## src/rtl/seq_engine_arb.sv

```systemverilog
`default_nettype none
// ============================================================================
// Module      : seq_engine_arb
// Description : Two-requester round-robin scheduler driving the go/jmp
//               sequence engine, with jump-ack check, timeout and recovery.
// Revision    : 1.0 - initial release
// ============================================================================
module seq_engine_arb #(
    parameter int HW  = 4,
    parameter int TMO = 15,
    parameter int TW  = 4
) (
    input  logic          clk,
    input  logic          rst,
    input  logic [1:0]    req,
    input  logic [HW-1:0] hold0,
    input  logic [HW-1:0] hold1,
    output logic [1:0]    gnt,
    output logic [1:0]    done,
    output logic          err,
    output logic          busy,
    output logic          eng_go,
    output logic          eng_jmp,
    output logic          eng_rst_n,
    input  logic          eng_y
);

    localparam logic [2:0] c_IDLE   = 3'd0;
    localparam logic [2:0] c_GO     = 3'd1;
    localparam logic [2:0] c_HOLD   = 3'd2;
    localparam logic [2:0] c_JMP    = 3'd3;
    localparam logic [2:0] c_RUN    = 3'd4;
    localparam logic [2:0] c_SETTLE = 3'd5;
    localparam logic [2:0] c_ERR    = 3'd6;

    localparam logic [HW-1:0] c_CNT_ONE  = HW'(1);
    localparam logic [TW-1:0] c_TMO_LAST = TW'(TMO - 1);

    logic [2:0]    r_state, w_state_nxt;
    logic [HW-1:0] r_cnt, w_cnt_nxt;
    logic [TW-1:0] r_tmo, w_tmo_nxt;
    logic [1:0]    r_gnt, w_gnt_nxt;
    logic          r_owner, w_owner_nxt;
    logic          r_rr, w_rr_nxt;
    logic          w_win;

    // Only one requester: it wins. Both: the round-robin pointer decides.
    assign w_win = (req == 2'b11) ? r_rr : req[1];

    always_comb begin
        w_state_nxt = r_state;
        w_cnt_nxt   = r_cnt;
        w_tmo_nxt   = r_tmo;
        w_gnt_nxt   = r_gnt;
        w_owner_nxt = r_owner;
        w_rr_nxt    = r_rr;
        case (r_state)
            c_IDLE: begin
                if (req != 2'b00) begin
                    w_owner_nxt = w_win;
                    w_gnt_nxt   = w_win ? 2'b10 : 2'b01;
                    w_cnt_nxt   = w_win ? hold1 : hold0;
                    w_state_nxt = c_GO;
                end
            end
            c_GO: begin
                w_state_nxt = (r_cnt != '0) ? c_HOLD : c_JMP;
            end
            c_HOLD: begin
                w_cnt_nxt = r_cnt - c_CNT_ONE;
                if (r_cnt == c_CNT_ONE) begin
                    w_state_nxt = c_JMP;
                end
            end
            c_JMP: begin
                w_tmo_nxt = '0;
                if (eng_y) begin
                    w_state_nxt = c_RUN;
                end else begin
                    w_gnt_nxt   = 2'b00;
                    w_state_nxt = c_ERR;
                end
            end
            c_RUN: begin
                w_tmo_nxt = r_tmo + TW'(1);
                // End-of-sequence wins over a timeout landing in the same cycle.
                if (eng_y) begin
                    w_state_nxt = c_SETTLE;
                end else if (r_tmo == c_TMO_LAST) begin
                    w_gnt_nxt   = 2'b00;
                    w_state_nxt = c_ERR;
                end
            end
            c_SETTLE: begin
                w_gnt_nxt   = 2'b00;
                w_rr_nxt    = ~r_owner;
                w_state_nxt = c_IDLE;
            end
            c_ERR: begin
                w_rr_nxt    = ~r_owner;
                w_state_nxt = c_IDLE;
            end
            default: begin
                w_gnt_nxt   = 2'b00;
                w_state_nxt = c_IDLE;
            end
        endcase
    end

    always_ff @(posedge clk) begin
        if (rst) begin
            r_state <= c_IDLE;
            r_cnt   <= '0;
            r_tmo   <= '0;
            r_gnt   <= 2'b00;
            r_owner <= 1'b0;
            r_rr    <= 1'b0;
        end else begin
            r_state <= w_state_nxt;
            r_cnt   <= w_cnt_nxt;
            r_tmo   <= w_tmo_nxt;
            r_gnt   <= w_gnt_nxt;
            r_owner <= w_owner_nxt;
            r_rr    <= w_rr_nxt;
        end
    end

    assign gnt       = r_gnt;
    assign done      = (r_state == c_SETTLE) ? r_gnt : 2'b00;
    assign err       = (r_state == c_ERR);
    assign busy      = (r_state != c_IDLE);
    assign eng_go    = (r_state == c_GO);
    assign eng_jmp   = (r_state == c_JMP);
    // Engine stays in reset for the whole block reset, not just one cycle.
    assign eng_rst_n = ~(rst | (r_state == c_ERR));

endmodule
`default_nettype wire

```

## config.mk

```make
export PLATFORM = sky130hd
export DESIGN_NAME = seq_engine_arb
export DESIGN_NICKNAME = d
export VERILOG_FILES = /design/src/rtl/seq_engine_arb.sv
export SDC_FILE = /design/constraint.sdc
export NUM_CORES = 1
export LEC_CHECK = 0
export ABC_AREA = 1
export CORE_MARGIN = 5
export CORE_UTILIZATION = 45
export CTS_CLUSTER_DIAMETER = 200
export DETAILED_ROUTE_END_ITERATION = 16
export GPL_TIMING_DRIVEN = 0
export PLACE_DENSITY_LB_ADDON = 0.15
export SYNTH_ARGS = -nofsm -noshare
export SYNTH_HDL_FRONTEND = slang
export SYNTH_SLANG_ARGS = --single-unit
```

## constraint.sdc

```tcl
create_clock -name clk -period 1.3 [get_ports clk]
set_input_delay 0.26 -clock clk [delete_from_list [all_inputs] [get_ports clk]]
set_output_delay 0.26 -clock clk [all_outputs]
set_load 0.02 [all_outputs]
```

==> key figures <==
Status
  – Status: finished, violations left
  – Failing checks: negative setup slack

Setup path
  – Critical Path End Type: output port
  – Most used cell along the critical path: buf_6
  – Critical path class: register to output port
  – Crit-path slowest cell: dfxtp_4
  – Setup crit end: busy
  – Crit path DAT: approximately 1.2 ns
  – Launch point of the worst reg-to-reg path: r_state[1]$_SDFFE_PP0P_
  – Worst-path fanout max: 4
  – Crit. Startpoint: r_state[0]$_SDFFE_PP0P_
  – CP Cell Sequence: buf_6 > nor2_4 > nand2_2 > buf_6
  – RR Endpoint: gnt[0]$_SDFFE_PP0P_
  – Startpoint Class: register
  – Required time of the critical path: approximately 1.0 ns
  – Flop2flop setup slack: approximately 0.02 ns
  – Worst Reg-to-Reg Cells: 8
  – Worst path max stage delay: 0.38 ns

Floorplanning
  – Full die area: 3130 sq um
  – Boundary pin count: 22
  – FP Rows: 16
  – Core box area: roughly 2000 sq um
  – Chip Width: 56.0 microns
  – DIE HEIGHT: 56.0 microns
  – Initial core utilization: 0.480

Final layout
  – Synthesis-to-finish area growth: 52.2%
  – Fin area: 1450 sq um
  – Ant. Diodes: 0
  – Fin nets: ~200
  – Layout cell share with drive strength beyond 1: 0.346

STA
  – Final setup margin: -0.119 ns
  – Maximum clock rate: 705 MHz
  – Skew final: 0.00612 ns
  – Final slew viol count: 0
  – Final Hold Fails: 0
  – Setup violations, final: 6
  – RSZ-0062 raised after global routing: true
  – Final period util: 1.09
  – Slew headroom: 0.834
  – Hold_ws: 0.319 ns
  – Final Critical Period: 1.42 ns
  – Worst-Margin Slew: ~0.25 ns

Logic synthesis
  – Largest cells by area after synthesis: dfxtp_1 (32%), nand2_1 (12%), inv_1 (11%)
  – Library cells used by synthesis: 23
  – Synth top area share: 0.316
  – Ys Warns: 0
  – Count leader, synth: nand2_1
  – Avg Cell Area, Syn: 6.43 sq um
  – EDFF count, synth: 0
  – Async S/R FF share, synth: 0
  – Synth Net Count: 166
  – Syn Inst Count: 148
  – Commonest cells post-synth: nand2_1 (31), inv_1 (27), nor2_1 (16), dfxtp_1 (15), nand3_1 (15)
  – Post-Syn Area: 951 sq um
  – Synth area leader: dfxtp_1
  – Sequential area share after synthesis: 0.316
  – Most used DFF post-synth: dfxtp_1
  – #FFs+latches synth: 15

Clocking
  – Root Driver: clkbuf_4
  – CTS buffer count: 3
  – Max Root-Sink Buffers: 2
  – Worst skew pair latency: around 0.29 ns
  – CTS HTree Levels: 1
  – CTS tree: done
  – # clock sinks: 15
  – Post-CTS Hold Fix Bufs: 0
  – Clock transition at path regs: 0.10 ns

Power and ir drop
  – Pwr per Cell Area: 1790 nW/um^2
  – Leakage power: approximately 0.69 nW
  – Total power: about 2.6 mW
  – Worst VDD drop: 0.000977 V

Global routing
  – Largest net degree at the start of global routing: 11
  – Global route total overflow: 0
  – First-pass GRT wire length: 4380 microns
  – Initial antenna violation count: 0
  – Vias in the first global route: 1024
  – Total GRT Usage: 0.173

Placement
  – Post-DP HPWL: 1710 microns
  – Area after DPL: 1190 sq um
  – Dpl ws: -0.770 ns
  – RePlAce Congestion: roughly 0.8
  – IO buf count: 21

Worst hold path
  – Worst Hold Class: primary input to register

Drt
  – Detailed-route via count: approximately 1100
  – Drt wl/cell: roughly 13 microns
  – Drt first pass iters: 4
  – Antenna-violating nets left: 0
  – DRC marker count from the first detailed-route iteration: 18
  – DR DRC count: 0
  – WL final: 2620 microns
  – Vias per inst: 5.13

Run
  – Max cap viols: 0
[cells in the final DEF (no fill, tap or decap), drive strengths merged]
cell type,netlist,final
nand3,15,15
nor2,17,17
nand2,33,33
dlygate4sd2,0,1
clkinv,0,1
o21ai,9,9
dlymetal6s2s,0,2
clkbuf,1,6
nand4,3,3
a211oi,1,1
ha,5,5
dfxtp,15,15
or2,2,2
o211ai,2,2
nand3b,1,1
xnor2,1,1
a21oi,11,11
clkdlybuf4s50,0,9
a31oi,2,2
o22ai,1,1
inv,28,28
buf,1,17
[logic make-up after synthesis]
family | Yosys count | synth area share
simple gates | 71 | 0.330
compound gates | 26 | 0.157
xor+xnor | 1 | 0.00921
buf+inv | 30 | 0.122
fa+ha+maj | 5 | 0.0658
flops | 15 | 0.316
[per-stage QoR]
stage | std cells | utilization | setup TNS (ns)
floorplan | 148 | - | 0
global placement | 196 | 0.603 | -3.81
detailed placement | 196 | 0.603 | -4.17
CTS | 206 | 0.669 | -0.320
global route | 209 | 0.730 | -0.923
finish | 209 | 0.730 | -0.441
[power by group]
part	internal, mW	switching, mW
Sequential	0.590	0.136
Clock	0.115	0.166
Combinational	0.677	0.902
[layer usage]
| metal | up-vias | global-route usage | part of all wire |
|---|---|---|---|
| met5 | - | 0 | 0 |
| li1 | 543 | - | - |
| met2 | 36 | 0.301 | 0.49 |
| met3 | 8 | 0.0394 | 0.063 |
| met1 | 485 | 0.196 | 0.42 |
| met4 | 0 | 0.0847 | 0.024 |
[worst min path at each step]
stage          depth (start not counted)  slack [ns]               endpoint            startpoint
2_1_floorplan                          1        0.34  r_tmo[3]$_SDFFE_PP0P_                   rst
3_3_place_gp                           1        0.42      r_rr$_SDFFE_PP0P_  r_owner$_SDFFE_PP0P_
3_5_place_dp                           1        0.43      r_rr$_SDFFE_PP0P_  r_owner$_SDFFE_PP0P_
4_1_cts                                2        0.31  r_tmo[3]$_SDFFE_PP0P_                   rst
5_1_grt                                2        0.32  r_tmo[3]$_SDFFE_PP0P_                   rst
6_report                               2        0.32  r_tmo[3]$_SDFFE_PP0P_                   rst
[sequential cells by signal (all words and copies together), names as in the netlist]
| register | cells |
|---|---|
| r_owner | 1 |
| gnt | 2 |
| r_cnt | 4 |
| r_tmo | 4 |
| r_state | 3 |
| r_rr | 1 |
[worst max-delay path: cells and delay by family (launching register included)]
kind | cells | cell delay, ns
AND/OR/NAND/NOR | 2 | 0.24
buffers and inverters | 2 | 0.25
flip-flops | 1 | 0.38
[area by class of cell]
cell class	instances	area, sq um
multi-input cells	103	658
clock inverters	1	5.00
inverters	28	110
fillers	141	534
well taps	27	33.8
repair buffers	31	292
clock buffers	3	22.5
plain buffers	1	13.8
flip-flops and latches	15	313
[repair_timing]
| action | CTS | global route |
|---|---|---|
| endpoints found under the setup margin | 10 | 18 |
| pin swaps | 3 | 8 |
| resized for setup | 68 | 36 |
| setup buffers | 7 | 3 |
No activity file was read; power rests on OpenSTA's default activity.
